[src/rtl/spi_controller.sv]
// SPI mode-0 initiator: serialises one 16-bit {rw, addr[6:0], data[7:0]} frame per accepted start, MSB first.
// Latency: busy for CS_SETUP + (16+TRAIL)*2*DIV + CS_HOLD + CS_IDLE cycles after accept; done pulses in the first idle cycle.
// Backpressure: start is only sampled while busy=0; requests made while busy are dropped, never queued.
module spi_controller #(
    parameter int DIV      = 4,
    parameter int CS_SETUP = 4,
    parameter int CS_HOLD  = 4,
    parameter int CS_IDLE  = 4,
    parameter int TRAIL    = 1
) (
    input  logic       clk,
    input  logic       rst,
    input  logic       start,
    input  logic       rw,
    input  logic [6:0] addr,
    input  logic [7:0] wdata,
    input  logic       cipo,
    output logic       busy,
    output logic       done,
    output logic [7:0] rdata,
    output logic       sclk,
    output logic       copi,
    output logic       ncs
);

    typedef enum logic [2:0] {
        S_IDLE,
        S_SETUP,
        S_SHIFT,
        S_TRAIL,
        S_HOLD,
        S_GAP
    } state_t;

    // Counters are loaded with N-1 and count down to zero, giving exactly N cycles per phase.
    localparam logic [7:0] DIV_M1   = 8'(DIV - 1);
    localparam logic [7:0] SETUP_M1 = 8'(CS_SETUP - 1);
    localparam logic [7:0] HOLD_M1  = 8'(CS_HOLD - 1);
    localparam logic [7:0] IDLE_M1  = 8'(CS_IDLE - 1);
    localparam logic [1:0] TRAIL_M1 = 2'(TRAIL - 1);

    state_t      state;
    logic [7:0]  cnt;
    logic [3:0]  bit_cnt;
    logic [1:0]  trail_cnt;
    logic [15:0] sr;
    logic [7:0]  rx;
    logic        is_rd;

    // Frame sequencer: every output is a register updated only here.
    always_ff @(posedge clk) begin
        if (rst) begin
            state     <= S_IDLE;
            cnt       <= '0;
            bit_cnt   <= '0;
            trail_cnt <= '0;
            sr        <= '0;
            rx        <= '0;
            is_rd     <= 1'b0;
            busy      <= 1'b0;
            done      <= 1'b0;
            rdata     <= '0;
            sclk      <= 1'b0;
            copi      <= 1'b0;
            ncs       <= 1'b1;
        end else begin
            done <= 1'b0;
            case (state)
                S_IDLE: begin
                    if (start) begin
                        sr      <= {rw, addr, wdata};
                        copi    <= rw;
                        is_rd   <= ~rw;
                        ncs     <= 1'b0;
                        busy    <= 1'b1;
                        cnt     <= SETUP_M1;
                        bit_cnt <= 4'd15;
                        state   <= S_SETUP;
                    end
                end
                S_SETUP: begin
                    if (cnt == 8'd0) begin
                        sclk  <= 1'b1;
                        cnt   <= DIV_M1;
                        state <= S_SHIFT;
                    end else begin
                        cnt <= cnt - 8'd1;
                    end
                end
                S_SHIFT: begin
                    if (cnt != 8'd0) begin
                        cnt <= cnt - 8'd1;
                    end else if (sclk) begin
                        // Falling edge: present the next bit; zeros shift in behind bit 0.
                        sclk <= 1'b0;
                        cnt  <= DIV_M1;
                        sr   <= {sr[14:0], 1'b0};
                        copi <= sr[14];
                    end else if (bit_cnt != 4'd0) begin
                        // Rising edge of bit (bit_cnt-1); capture cipo for data bits 7..0.
                        bit_cnt <= bit_cnt - 4'd1;
                        sclk    <= 1'b1;
                        cnt     <= DIV_M1;
                        if (is_rd && bit_cnt <= 4'd8) begin
                            rx <= {rx[6:0], cipo};
                        end
                    end else if (TRAIL > 0) begin
                        state     <= S_TRAIL;
                        trail_cnt <= TRAIL_M1;
                        sclk      <= 1'b1;
                        cnt       <= DIV_M1;
                    end else begin
                        state <= S_HOLD;
                        cnt   <= HOLD_M1;
                    end
                end
                S_TRAIL: begin
                    if (cnt != 8'd0) begin
                        cnt <= cnt - 8'd1;
                    end else if (sclk) begin
                        sclk <= 1'b0;
                        cnt  <= DIV_M1;
                    end else if (trail_cnt != 2'd0) begin
                        trail_cnt <= trail_cnt - 2'd1;
                        sclk      <= 1'b1;
                        cnt       <= DIV_M1;
                    end else begin
                        state <= S_HOLD;
                        cnt   <= HOLD_M1;
                    end
                end
                S_HOLD: begin
                    if (cnt == 8'd0) begin
                        ncs   <= 1'b1;
                        cnt   <= IDLE_M1;
                        state <= S_GAP;
                    end else begin
                        cnt <= cnt - 8'd1;
                    end
                end
                S_GAP: begin
                    if (cnt == 8'd0) begin
                        busy  <= 1'b0;
                        done  <= 1'b1;
                        state <= S_IDLE;
                        if (is_rd) begin
                            rdata <= rx;
                        end
                    end else begin
                        cnt <= cnt - 8'd1;
                    end
                end
                default: state <= S_IDLE;
            endcase
        end
    end

endmodule
[config.mk]
export PLATFORM = sky130hd
export DESIGN_NAME = spi_controller
export DESIGN_NICKNAME = d
export VERILOG_FILES = /design/src/rtl/spi_controller.sv
export SDC_FILE = /design/constraint.sdc
export NUM_CORES = 1
export LEC_CHECK = 0
export ABC_AREA = 1
export BUFFER_PORTS_ARGS = -buffer_cell sky130_fd_sc_hd__buf_2
export CAP_MARGIN = 15
export CORE_ASPECT_RATIO = 1.2
export CORE_MARGIN = 5
export CORE_UTILIZATION = 37
export CTS_BUF_LIST = sky130_fd_sc_hd__clkbuf_8 sky130_fd_sc_hd__clkbuf_16
export DETAILED_ROUTE_END_ITERATION = 12
export GPL_TIMING_DRIVEN = 0
export PLACE_DENSITY = 0.66
export SLEW_MARGIN = 25
export SYNTH_ARGS = -nofsm -noshare
export SYNTH_HDL_FRONTEND = slang
export SYNTH_SLANG_ARGS = --single-unit
[constraint.sdc]
create_clock -name clk -period 1.7 [get_ports clk]
set_clock_uncertainty 0.2 [all_clocks]
set_input_delay 0.34 -clock clk [delete_from_list [all_inputs] [get_ports clk]]
set_output_delay 0.34 -clock clk [all_outputs]
set_load 0.005 [all_outputs]
## Word level (Yosys, flattened, before mapping)

Index checks and enable logic that the tools add are counted.

- Flip-flop bits (word level): 54
- Latch bits: 0
- Memory bits (writable): 0
- ROM bits: 0
- Input port bits: 20
- Output and inout port bits: 13
- Logic and storage cells: 115
- Memories kept: 0

- Add/sub/neg operators: 3
- $mul: 0
- Div/mod/pow operators: 0
- $lt $le $gt $ge: 1
- Equality and inequality tests: 19
- Shifts and indexed selects: 0
- Mux-type cells: 49
- Bitwise gates (word level): 4
- Reduce and logical (&&, ||, !) cells: 26

Operators with widths:

| cell | count |
|---|---|
| 15-bit two-way mux | 3 |
| 8-bit two-way mux | 4 |
| 8-bit case mux with 4 select lines | 1 |
| 3-bit two-way mux | 10 |
| 15-bit case mux with 2 select lines | 1 |
| 2-bit inequality test, second input constant | 14 |
| 3-bit case mux with 6 select lines | 1 |
| 4-bit two-way mux | 4 |
| 1-bit two-way mux | 13 |
| 2-bit two-way mux | 6 |
| 3-bit AND reduction | 4 |
| 10-bit AND reduction | 1 |
| 5-bit AND reduction | 2 |
| 2-bit nonzero test | 5 |
| 8-bit logical NOT | 1 |
| 4-bit case mux with 2 select lines | 1 |
| 4-bit AND reduction | 2 |
| 4-bit nonzero test | 2 |
| 8-bit nonzero test | 1 |
| 8-bit by 1-bit subtractor with 8-bit output, second input constant | 1 |
| 7-bit AND reduction | 1 |
| 3-bit by 2-bit == test with 1-bit output, second input constant | 2 |
| 3-bit == test, second input constant | 2 |
| 1-bit case mux with 2 select lines | 3 |
| other kinds (12) | 17 |

## Longest topological paths before layout

Gate-level depths: netlist (run 1).

- Depth after elaboration: 5
- Mapped depth: 10
- Mapped depth without buffers: 10

## Worst setup path after synthesis (run 1)

OpenSTA, ideal clock, no wires.

- Kind: reg2reg
- Start point: reg cnt[0]
- End point: reg sr[13]
- Library setup time: 116 ps
- Arrival: 1327 ps
- Data required time: 1384 ps
- Setup slack: 57 ps
- Cell stages (with the launch flop): 10
- Path buffers: 1
- Period minus slack after synthesis: 1643 ps
- Path through: dfxtp_1 inv_1 ha_1 nand2_1 nor2_4 o21ai_4 inv_4 buf_6 nor2_1 nor2_1

- Word-level cells in the longest chain between the ends: 3

RTL lines:

| element | RTL line | source |
|---|---|---|
| from (decl) | 43 | `logic [7:0] cnt;` |
| from (signal assigned) | 87 | `cnt <= cnt - 8'd1;` |
| from (signal assigned) | 92 | `cnt <= cnt - 8'd1;` |
| from (signal assigned) | 119 | `cnt <= cnt - 8'd1;` |
| 8-bit nonzero test | 91 | `if (cnt != 8'd0) begin` |
| 2-bit inequality test (no line) | -- |  |
| 4-bit AND reduction (no line) | -- |  |
| to (signal assigned) | 71 | `sr <= {rw, addr, wdata};` |
| to (signal assigned) | 97 | `sr <= {sr[14:0], 1'b0};` |
| to (decl) | 46 | `logic [15:0] sr;` |

No other way between the ends.
A chain may end at the register's enable or synchronous reset.

## Final worst setup path (run 1)

- Start point: reg cnt[0]
- End point: reg sr[11]

Same word-level chain as after synthesis.

==> results.txt, run 1 <==
The via count of the first global-routing pass was 2465. The worst hold path begins at cipo. The worst pin sits at a relative slew slack of 64.8%. For the number of inserted filler cells in the final layout, the log shows 772.

At the worst endpoint, the required time is 1.71 ns. The tools report the fmax as 590 MHz. The tools report the largest net degree at the start of global routing as 20. In this run the worst hold path is classified as in -> reg. The number of buffers inserted during clock tree synthesis was 5; the total power divided by cell area was 1790 mW/mm^2. The worst voltage drop across the vdd grid is 684 uV. Sequential cells were found to cover 39.7% of the synthesized design area.

The number of hold-repair buffers added at the cts stage was 0. The clock net in this run drives a total of 54 sinks. The synthesized design contains 0 enable-type register cells.

The synthesized flop and latch total was 54; the total via count in the routed design was 2688. The first global-routing pass estimated 10800 um of wire. Of all flip-flops after synthesis, the portion carrying an async set or reset was 0%. For the floorplan core area, the log shows 0.00723 mm^2. STA puts the critical path data arrival time at 1.71 ns. Averaged over all synthesized cells, the footprint is 6.68 um^2. The horizontal die dimension is 88.3 um, and the number of nets with antenna violations after detailed routing is 0.

For the post-DP HPWL, the log shows 4600 um. The flow ran to the end, and the final reports show no timing, DRC or antenna violations. Among all stages on the critical path, the largest delay is contributed by sky130_fd_sc_hd__dfxtp_2. The final critical path takes up 99.6% of the cycle. The final routed wire length divided by cell count works out to 11.7 um.

The starting utilization of the core area is 37.7%, and the largest incremental delay on the critical path is 0.33 ns. Input and output buffers added on the ports amount to 31. In this run the critical register-to-register path is launched from cnt[0]. The number of antenna diodes in the final layout is 0.

Setup repair after global routing could not meet its margin everywhere. For the post-layout total power, the log shows 6.06 mW. TritonCTS built the clock tree. The family with the most delay on the worst path was simple AND/OR/NAND/NOR gates. The run gives 0 as the max-slew violation count. CTS built an H-tree with a depth of 2. The floorplan has 34 rows. For the cell area after layout, the log shows 0.00339 mm^2. The sum of negative setup slack is 0 ns.

STA classifies the critical path startpoint as a register. The cell area that synthesis handed to floorplanning was 0.00272 mm^2. The routed wire length is 6430 um, and the worst path buffer plus inverter count is 2. The final count of hold timing violations came out at 0. The detailed router finished its first iteration with 80 violations.

Counting instances, the worst hold path has a depth of 3. The number of search-and-repair iterations in the first detailed-routing pass was 4; the number of distinct library cell variants in the gate-level netlist after synthesis was 28. The run gives 0 as the number of remaining DRC errors. The critical path goes through inv_2 -> ha_4 -> nand2_4 -> nor2_4 -> o21ai_4 -> buf_6 -> o21ai_1 -> nor2_1. In this run the vertical extent of the chip is 104 um.

The static leakage power was 1.55 nW. The CTS root buffer is sky130_fd_sc_hd__clkbuf_8. The worst setup path is captured at a register. The sink of the worst hold path was rx[0].

The combined area of the multi-input logic cells is 0.00159 mm^2, and the count of cells along the worst register-to-register path is 8. Along the worst path, the maximum fanout reaches 10. The run gives 408 as the gate count after technology mapping. The clock slew seen by the registers of the worst setup and hold paths works out to 0.11 ns. Across the whole layout, storage elements account for 0.00109 mm^2.

Global routing used 14.2% of the available tracks. Cells with a size suffix above 1 make up 27.5% of the layout. The tool flagged a number of max-cap violations equal to 0. Maximum clock path buffer count: 2. The synthesized net count is 431. The run gives 0.31 ns as the worst-skew pair later-pin latency. The kind of critical path was reg -> reg. The logs give 0 for the yosys synthesis warning count and 0 for the aggregate global routing overflow. The shortest period the worst path allows is 1.69 ns. The transition time at the pin with the least slew margin came out at 0.528 ns. In this run the cell area measured after placement is 0.00299 mm^2.

Relative to the synthesized area, the layout overhead comes to 24.5%. The mean number of vias per cell was 4.91. The tools report the initial antenna violation count as 0. For flop-to-flop paths, the worst setup slack is 0.006 ns.

Worst flop-to-flop path endpoint: sr[11]. The number of top-level pins is 33, and the weighted congestion at the end of routability-driven global placement is 0.890. The final net count was 480; the count of endpoints failing setup in the final report was 0.

Among all flip-flop cells after synthesis, the most frequent one is sky130_fd_sc_hd__dfxtp_1. The floorplan step defined a die boundary enclosing 0.00918 mm^2.
cells by family after synthesis:
group	Yosys count	synth area share (%)
AO/OA/AOI/OAI	51	10.1
XOR/XNOR	1	0.322
adder cells (fa/ha/maj)	3	1.38
buffers and inverters	49	8.50
flip-flops	54	39.7
AND/OR/NAND/NOR	250	40.0
metal layers:
metal / vias to the layer above / global-route usage, % / wire length [um]
met2: 48 / 22.9 / 3100
li1: 1403 / - / -
met3: 6 / 3.49 / 309
met1: 1231 / 18.6 / 2950
met4: 0 / 3.67 / 61
met5: - / 0 / 0
sequential cells by signal (all words and copies together) (netlist names):
| register | flops |
|---|---|
| sr | 15 |
| cnt | 8 |
| rdata | 8 |
| rx | 8 |
| bit_cnt | 4 |
| state | 3 |
| trail_cnt | 2 |
| busy | 1 |
| copi | 1 |
| done | 1 |
| is_rd | 1 |
| ncs | 1 |
| sclk | 1 |
through the flow:
step                cells  util [%]  setup WS [ns]  hold slack (ns)
finish                548      46.9        0.00611           0.0685
global route          548      46.9        -0.0701           0.0684
floorplan             408         -         0.0575            0.239
global placement      529      41.4         -0.244            0.250
detailed placement    529      41.4         -0.276            0.250
CTS                   542      44.2        -0.0111           0.0860
synth_stat cells (3+ instances only):
library cell	n	area share (%)
sky130_fd_sc_hd__nand2_2	5	1.1
sky130_fd_sc_hd__inv_2	3	0.41
sky130_fd_sc_hd__a21oi_1	20	3.7
sky130_fd_sc_hd__nor2_2	3	0.69
sky130_fd_sc_hd__buf_6	5	2.1
sky130_fd_sc_hd__nand4_1	11	2.5
sky130_fd_sc_hd__nand2_1	111	15
sky130_fd_sc_hd__o21ai_1	5	0.92
sky130_fd_sc_hd__ha_1	3	1.4
sky130_fd_sc_hd__nor2_4	4	1.7
sky130_fd_sc_hd__nand3_1	31	5.7
sky130_fd_sc_hd__nor2_1	77	11
sky130_fd_sc_hd__nand2_4	3	1.2
sky130_fd_sc_hd__clkbuf_1	6	0.83
sky130_fd_sc_hd__dfxtp_1	54	40
sky130_fd_sc_hd__o21ai_0	22	4.0
sky130_fd_sc_hd__inv_1	31	4.3
how the worst max path moves through the flow:
stage	endpoint	cells past startpoint	from	slack (ns)
detailed placement	rx[5]	7	cnt[0]	-0.28
floorplan	sr[13]	9	cnt[0]	0.06
finish	sr[11]	8	cnt[0]	0.006
global route	cnt[0]	8	cnt[1]	-0.07
global placement	rx[5]	7	cnt[0]	-0.24
CTS	sr[7]	10	cnt[0]	-0.01
layout by cell type, fill, tap and decap left out, types with 2 or more instances in the layout:
master | synthesis | final
sky130_fd_sc_hd__a21oi_1 | 20 | 20
sky130_fd_sc_hd__buf_2 | 1 | 31
sky130_fd_sc_hd__buf_4 | 1 | 11
sky130_fd_sc_hd__buf_6 | 5 | 5
sky130_fd_sc_hd__clkbuf_1 | 6 | 6
sky130_fd_sc_hd__clkbuf_8 | 0 | 5
sky130_fd_sc_hd__clkinv_4 | 0 | 2
sky130_fd_sc_hd__dfxtp_1 | 54 | 49
sky130_fd_sc_hd__dfxtp_2 | 0 | 3
sky130_fd_sc_hd__dfxtp_4 | 0 | 2
sky130_fd_sc_hd__inv_1 | 31 | 26
sky130_fd_sc_hd__inv_2 | 3 | 6
sky130_fd_sc_hd__inv_4 | 2 | 3
sky130_fd_sc_hd__nand2_1 | 111 | 102
sky130_fd_sc_hd__nand2_2 | 5 | 12
sky130_fd_sc_hd__nand2_4 | 3 | 5
sky130_fd_sc_hd__nand3_1 | 31 | 28
sky130_fd_sc_hd__nand3_4 | 0 | 2
sky130_fd_sc_hd__nand3b_1 | 2 | 2
sky130_fd_sc_hd__nand4_1 | 11 | 11
sky130_fd_sc_hd__nor2_1 | 77 | 62
sky130_fd_sc_hd__nor2_2 | 3 | 14
sky130_fd_sc_hd__nor2_4 | 4 | 8
sky130_fd_sc_hd__o21ai_0 | 22 | 6
sky130_fd_sc_hd__o21ai_1 | 5 | 14
sky130_fd_sc_hd__o21ai_2 | 0 | 7
worst min-delay path, stage by stage:
cell and delay, ns:
sky130_fd_sc_hd__buf_2 0.08, sky130_fd_sc_hd__o21ai_1 0.06, sky130_fd_sc_hd__nor2_1 0.07
timing repair:
action	CTS	global route
gates resized for setup	18	64
pin swaps	3	14
buffers inserted	5	6
endpoints found under the setup margin	51	49
hold endpoints to repair	0	0
cloned	0	1
power breakdown:
group	switching [mW]	internal [mW]
combinational	2.06	1.34
clock	0.463	0.306
sequential	0.281	1.61
cell type report:
| cell class | instances | area share, % |
|---|---|---|
| well taps | 90 | 3.32 |
| inverters | 36 | 4.35 |
| repair buffers | 42 | 7.64 |
| multi-input cells | 305 | 46.7 |
| clock inverters | 3 | 0.848 |
| flip-flops and latches | 54 | 32.2 |
| plain buffers | 13 | 2.88 |
| clock buffers | 5 | 2.03 |
Note: power is estimated with default switching activity, not from simulation.
==> run 2: changes to the inputs <==
--- a/config.mk
+++ b/config.mk
@@ -6,13 +6,14 @@
 export NUM_CORES = 1
 export LEC_CHECK = 0
 export ABC_AREA = 1
-export BUFFER_PORTS_ARGS = -buffer_cell sky130_fd_sc_hd__buf_2
+export BUFFER_PORTS_ARGS = -buffer_cell sky130_fd_sc_hd__buf_4
 export CAP_MARGIN = 15
 export CORE_ASPECT_RATIO = 1.2
 export CORE_MARGIN = 5
 export CORE_UTILIZATION = 37
 export CTS_BUF_LIST = sky130_fd_sc_hd__clkbuf_8 sky130_fd_sc_hd__clkbuf_16
 export DETAILED_ROUTE_END_ITERATION = 12
+export GPL_ROUTABILITY_DRIVEN = 0
 export GPL_TIMING_DRIVEN = 0
 export PLACE_DENSITY = 0.66
 export SLEW_MARGIN = 25
==> constraint.sdc (replaced) <==
create_clock -name clk -period 1.5 [get_ports clk]
set_clock_uncertainty 0.2 [all_clocks]
set_input_delay 0.3 -clock clk [delete_from_list [all_inputs] [get_ports clk]]
set_output_delay 0.3 -clock clk [all_outputs]
set_load 0.005 [all_outputs]
==> run 2 against run 1 <==
- the run now ends with negative setup slack left
- sequential share of layout area down 3.1 points
- critical path depth is 2 higher
- worst hold slack worse by 0.033 ns
- first-iteration DRC count up 43%
- maximum frequency fell by 1.3%
- power up 31%
- cell area up 11%
- critical path type unchanged
==> results.txt, run 2 (synthesized netlist as in run 1, its figures left out) <==
The run finished, with violations left. The checks that failed: negative setup slack. The number of nets with antenna violations after detailed routing came out at 0. The wire length of the first global-routing pass was 11800 um. At the later pin of the worst-skew pair, clock insertion delay measures 0.32 ns. The final count of hold timing violations is 0, and the aggregate global routing overflow is 0. Of the cells placed in the final design, the portion with a size suffix greater than 1 is 35.9%. The final net count was 498. The tools report the startpoint type of the worst setup path as a register. The floorplan step defined a die boundary enclosing 0.00918 mm^2.

The smallest setup slack after layout is -0.216 ns. Final hold analysis gives a worst-case slack of 0.0358 ns. For the post-DP HPWL, the log shows 4660 um. The run gives -0.22 ns as the worst reg-to-reg setup slack. The starting utilization of the core area was 37.7%. For the pin with the worst max-slew slack, the measured transition is 0.533 ns.

Counting cells, the worst reg-to-reg path comes to 10. The tightest min-delay check is of the in -> reg type. The cell area after layout is 0.00377 mm^2, and the count of endpoints failing setup in the final report is 45. The final route contains 2749 vias. Summed over all layers, the routed wires come to 7010 um. OpenSTA, run right after detailed placement, puts the worst setup slack at -0.344 ns.

The startpoint identified for the worst hold timing path is cipo. The startpoint identified for the worst register-to-register timing path is cnt[0]. Setup repair after global routing could not meet its margin everywhere. In this run the core area contains 34 standard-cell rows.

Type of destination of the critical path: a register. The post-route core utilization is 52.2%. Area growth from synthesis to final layout: 38.5%. The tree built by TritonCTS fans out to 54 sinks. Across the run, the number of max-cap violations was 0.

The initial antenna violation count is 0, and the vertical die dimension is 104 um. The clock slew seen by the registers of the worst setup and hold paths works out to 0.10 ns. For this design, the CTS-stage hold fixing added 0 buffers. The largest net degree at the start of global routing came out at 20.

The signal on the critical path passes through inv_2 -> ha_4 -> nand2_4 -> nor2_4 -> buf_12 -> o21ai_4 -> inv_4 -> clkbuf_16 -> nor2_2 -> nor2_1. Leaving out fill and tap cells, the most frequent cells in the layout are sky130_fd_sc_hd__nand2_1 (91), sky130_fd_sc_hd__nor2_1 (58), sky130_fd_sc_hd__buf_4 (55). Based on the critical path, the design can be clocked at up to 583 MHz. The root buffer cell chosen for the clock tree is sky130_fd_sc_hd__clkbuf_8. The register with the most flip-flops in the final layout is sr. The horizontal die dimension was 88.3 um.

Counting the buffers created by CTS gives 5. The worst voltage drop across the vdd grid was 1490 uV; the post-layout total power was 7.92 mW. The standard cell with the maximum stage delay on the critical path is sky130_fd_sc_hd__dfxtp_2.

The data required time at the worst endpoint is 1.52 ns. The critical path is of the reg -> reg type. Antenna cell count: 0.

TritonCTS built the clock tree. The tools report the maximum clock path buffer count as 2. The largest driver fanout on the critical path was 6. Static leakage power: 1.70 nW. The sink of the worst hold path was rx[0]. The number of top-level pins is 33.

For the global-route usage over all layers, the log shows 15.4%. The pre-antenna-repair detailed-routing pass consisted of 4 iterations. The logs give 0.00723 mm^2 for the floorplan core area and 114 for the starting DRC count in detailed routing. For this run, the slowest stage of the critical path takes 0.35 ns. The worst hold path was traced through 3 stages. The worst flop-to-flop path endpoint was sr[11]. Measured against its own limit, the worst slew margin works out to 64.5%. For this run, design rule violations remaining after detail routing come to 0. The run gives 0 as the max-slew violation count. Leaving out fill and tap cells, the most frequent cell in the layout is sky130_fd_sc_hd__nand2_1. The via count of the first global-routing pass was 2629. After detailed routing, the average wire length per cell comes to 12.4 um. The shortest period the worst path allows works out to 1.72 ns.

The mean number of vias per cell works out to 4.86. The share of the clock period used by the worst path was 114%; the data arrival at the endpoint of the critical path was 1.74 ns. The total power divided by cell area was 2100 mW/mm^2; the H-tree depth reported by CTS was 2. The quantity of I/O buffers inserted on ports came out at 31. The register with the most flip-flops in the layout has 15 of them.

The run gives 0.00310 mm^2 as the post-place instance area.
==> run 2: cell types whose count changed in the layout (fill, tap and decap cells not counted), moves of 5 or more <==
| cell | previous run | this run |
|---|---|---|
| sky130_fd_sc_hd__nand3_1 | 28 | 23 |
| sky130_fd_sc_hd__nand2_1 | 102 | 91 |
| sky130_fd_sc_hd__nand2_2 | 12 | 21 |
| sky130_fd_sc_hd__o21ai_2 | 7 | 2 |
| sky130_fd_sc_hd__buf_2 | 31 | 0 |
| sky130_fd_sc_hd__nand3_2 | 1 | 6 |
| sky130_fd_sc_hd__buf_4 | 11 | 55 |
==> run 2: repair_timing <==
item                                    in CTS  in global routing
buffers inserted                            14                 13
resized for setup                           38                 72
pin swaps                                   12                 23
cloned                                       0                  2
endpoints found under the setup margin      52                 52
==> run 2: per-stage QoR <==
stage | cells | TNS, ns
global route | 566 | -10.58
global placement | 529 | -9.75
floorplan | 408 | -0.0319
detailed placement | 529 | -9.98
CTS | 551 | -4.39
finish | 566 | -5.91
==> run 2: worst max-delay path: cells and delay by family, from the launching register on <==
family / cells / cell delay, ns
buffers and inverters: 4 / 0.43
flip-flops: 1 / 0.35
AND/OR/NAND/NOR: 4 / 0.26
AO/OA/AOI/OAI: 1 / 0.22
adder cells (fa/ha/maj): 1 / 0.16
==> run 2: area by class of cell <==
type | count | area [um^2]
Sequential cell | 54 | 1100
Clock buffer | 5 | 68.8
Timing Repair Buffer | 60 | 500
Fill cell | 703 | 3460
Buffer | 13 | 110
Tap cell | 90 | 113
Clock inverter | 3 | 28.8
Inverter | 36 | 153
Multi-Input combinational cell | 305 | 1700
==> run 2: layer usage <==
| layer | track usage [%] | vias to the layer above | wire length, um |
|---|---|---|---|
| met3 | 3.33 | 8 | 300 |
| met4 | 3.89 | 0 | 67 |
| met2 | 25.6 | 55 | 3490 |
| met1 | 19.8 | 1247 | 3160 |
| met5 | 0 | - | 0 |
| li1 | - | 1439 | - |
==> run 2: how the worst max path moves through the flow <==
stage | slack (ns) | end | from
global route | -0.31 | sr[11] | cnt[0]
CTS | -0.15 | cnt[2] | cnt[1]
detailed placement | -0.34 | rx[5] | cnt[2]
finish | -0.22 | sr[11] | cnt[0]
floorplan | -0.004 | sr[13] | cnt[1]
global placement | -0.31 | rx[5] | cnt[0]
==> run 2: power breakdown <==
part / internal (mW) / switching, mW / leakage, nW
Clock: 0.347 / 0.532 / 0.0502
Sequential: 1.84 / 0.349 / 0.446
Combinational: 2.18 / 2.67 / 1.20
==> run 3: changes to the inputs <==
--- a/config.mk
+++ b/config.mk
@@ -16,6 +16,7 @@
 export GPL_ROUTABILITY_DRIVEN = 0
 export GPL_TIMING_DRIVEN = 0
 export PLACE_DENSITY = 0.66
+export SKIP_CTS_REPAIR_TIMING = 1
 export SLEW_MARGIN = 25
 export SYNTH_ARGS = -nofsm -noshare
 export SYNTH_HDL_FRONTEND = slang
==> run 3 against run 2 <==
- critical path depth grew 1
- utilization decreased by 3.0 points
- the run still ends with negative setup slack left
- critical endpoint is now cnt[2]
- register-to-register slack hardly changed
- worst setup slack better by 0.0092 ns
- critical path type unchanged
==> results.txt, run 3 (synthesized netlist as in run 1, its figures left out) <==
The run finished, with violations left. The final reports fail on negative setup slack. The starting DRC count in detailed routing was 127; the share of power burned in the clock network was 12.0%. For the worst setup path, the data required time is 1.56 ns.

The via count of the first global-routing pass was 2529; the routed wire length was 6600 um. The final count of hold timing violations came out at 0. Of all nets on the critical path, the largest fanout is 8. The fmax is 586 MHz. TritonCTS built the clock tree. In this run the register-to-register setup slack is -0.21 ns. The transition time at the pin with the least slew margin was 0.515 ns; the global-route usage over all layers was 14.4%. Counting cells, the worst reg-to-reg path comes to 11. For this run, the slowest stage of the critical path takes 0.34 ns. Worst min-delay path category: in -> reg. The mean number of vias per cell was 4.89. Most common cell after layout, fill and taps aside: sky130_fd_sc_hd__nand2_1. Post-DP HPWL: 4660 um. Broken down by cell family, the worst path's largest delay share belongs to simple AND/OR/NAND/NOR gates. For the max-slew violation count, the log shows 0. The first global-routing pass estimated 11100 um of wire. Worst flop-to-flop path endpoint: cnt[2].

The detail route stage leaves a number of antenna-violating nets equal to 0. The tools report the worst voltage drop across the vdd grid as 1410 uV. For this design, the slowest cell found on the critical path is sky130_fd_sc_hd__dfxtp_2. Counting both buffers and inverters, the worst setup path holds a total of 4.

The placed instances occupy a cell area of 0.00310 mm^2. The floorplan step defined a die boundary enclosing 0.00918 mm^2. Setup total negative slack on the finished layout was measured at -6.65 ns.

The internal portion of the total power is 4.02 mW. The logs give 33 for the number of top-level pins and 0 for the initial antenna violation count. The largest net degree at the start of global routing is 20. Setup repair after global routing could not meet its margin everywhere. The final net count is 482. The startpoint type of the worst setup path was a register. The quantity of I/O buffers inserted on ports works out to 31.

The tools report the number of remaining DRC errors as 0. The clock passes through at most 2 buffers. The total power divided by cell area is 2070 mW/mm^2, and the logic depth of the worst path, buffers included is 11. The logs give 0 for the aggregate global routing overflow and 29.2% for the relative contribution of sequential cells to total power. STA classifies the critical path endpoint as a register. The final routed wire length divided by cell count is 12.0 um. Tracing the worst setup path back leads to its startpoint at cnt[0]. The clock reaches the later pin of the worst-skew pair after 0.32 ns. Summed over all nets, the switching power comes to 3.32 mW.

CTS root buffer: sky130_fd_sc_hd__clkbuf_8. For the cell area after layout, the log shows 0.00355 mm^2. The layout has 714 filler cells. For the worst setup path, the data arrival time is 1.76 ns.

In this design, the critical path's most frequently occurring cell is sky130_fd_sc_hd__nand2_1. The core region is 0.00723 mm^2. TritonCTS created 5 clock buffers.

The floorplan step set the die width to 88.3 um. Measured against its own limit, the worst slew margin works out to 65.7%. After layout, the minimum clock period comes to 1.71 ns. The number of rows in the core area was 34. Reg-to-reg startpoint: cnt[0]. The share of post-route cells with drive strength above 1 is 30.2%. After layout, the worst path uses 114% of the clock period.

The repair_antennas step left the layout with diodes totalling 0. For this run, the share of the core covered by cells in the final layout is 49.1%. The clock net in this run drives a total of 54 sinks.

The count of endpoints failing setup in the final report is 51. The largest register by flop count was sr. Traced cell by cell, the critical path runs through inv_2 -> ha_4 -> nand2_4 -> nor2_4 -> buf_12 -> buf_6 -> a21oi_4 -> nand2_1 -> nand2_1 -> inv_1 -> nor2_1. The first TritonRoute pass finished after 4 iterations. By startpoint and endpoint, the worst setup path is classified as reg -> reg.

Per report_power, the combinational group accounts for 58.8% of the total. Of the total power, the share spent switching nets is 45.3%. The H-tree depth reported by CTS came out at 2. The run gives 2687 as the total via count in the routed design. The tool flagged a number of max-cap violations equal to 0. Clock-pin slew was measured on the worst setup and hold paths at 0.10 ns.

The number of flip-flops under the largest register name is 15. The initial utilization of the core area, before any placement, comes to 37.7%. The vertical die dimension is 104 um. Smallest setup slack after layout: -0.206 ns. The static leakage power came out at 1.60 nW. In this run the worst setup path terminates at cnt[2]. The top cell types in the final layout, fill and taps aside, are sky130_fd_sc_hd__nand2_1 (93), sky130_fd_sc_hd__nor2_1 (66), sky130_fd_sc_hd__dfxtp_1 (46). The area growth from synthesis to layout is 30.5%.
-- run 3: through the flow --
step           total power [mW]  instances  hold WS (ns)  worst slack, ns
2_1_floorplan              4.55        408         0.239         -0.00421
3_3_place_gp               5.19        529         0.251           -0.314
3_5_place_dp               5.24        529         0.255           -0.344
4_1_cts                    6.13        537        0.0493           -0.366
5_1_grt                    7.98        550        0.0791           -0.316
6_report                   7.34        550        0.0431           -0.206
-- run 3: layout make-up --
cell class	instances	area [um^2]	area share [%]
flip-flops and latches	54	1100	30.9
clock inverters	3	28.8	0.810
inverters	36	150	4.23
well taps	90	113	3.17
clock buffers	5	68.8	1.94
plain buffers	13	105	2.96
multi-input cells	306	1630	46.0
repair buffers	43	355	10.0
-- run 3: tightest hold or removal path: cells and delay by family --
kind	cells	cell delay [ns]
AO/OA/AOI/OAI	1	0.06
buffers and inverters	1	0.08
AND/OR/NAND/NOR	1	0.08
-- run 3: layer usage --
metal,global-route usage (%),vias up,share of wire [%]
li1,-,1411,-
met1,18.8,1229,47
met2,23.3,39,48
met3,3.49,8,3.7
met4,4.32,0,1.2
met5,0,-,0
-- run 3: power by group through the flow --
stage               Sequential, mW  Combinational (mW)  Clock (mW)
floorplan                     2.07                2.48           0
global placement              2.12                3.07           0
detailed placement            2.13                3.11           0
CTS                           2.10                3.13       0.899
global route                  2.20                4.83       0.950
finish                        2.14                4.32       0.879
-- run 3: worst min-delay path by stage --
stage,start,to,slack [ns],cells past startpoint
6_report,cipo,rx[0],0.04,3
5_1_grt,wdata[0],sr[0],0.08,3
4_1_cts,cipo,rx[0],0.05,3
3_5_place_dp,sr[0],sr[0],0.25,2
3_3_place_gp,rdata[2],rdata[2],0.25,2
2_1_floorplan,sr[0],sr[0],0.24,2
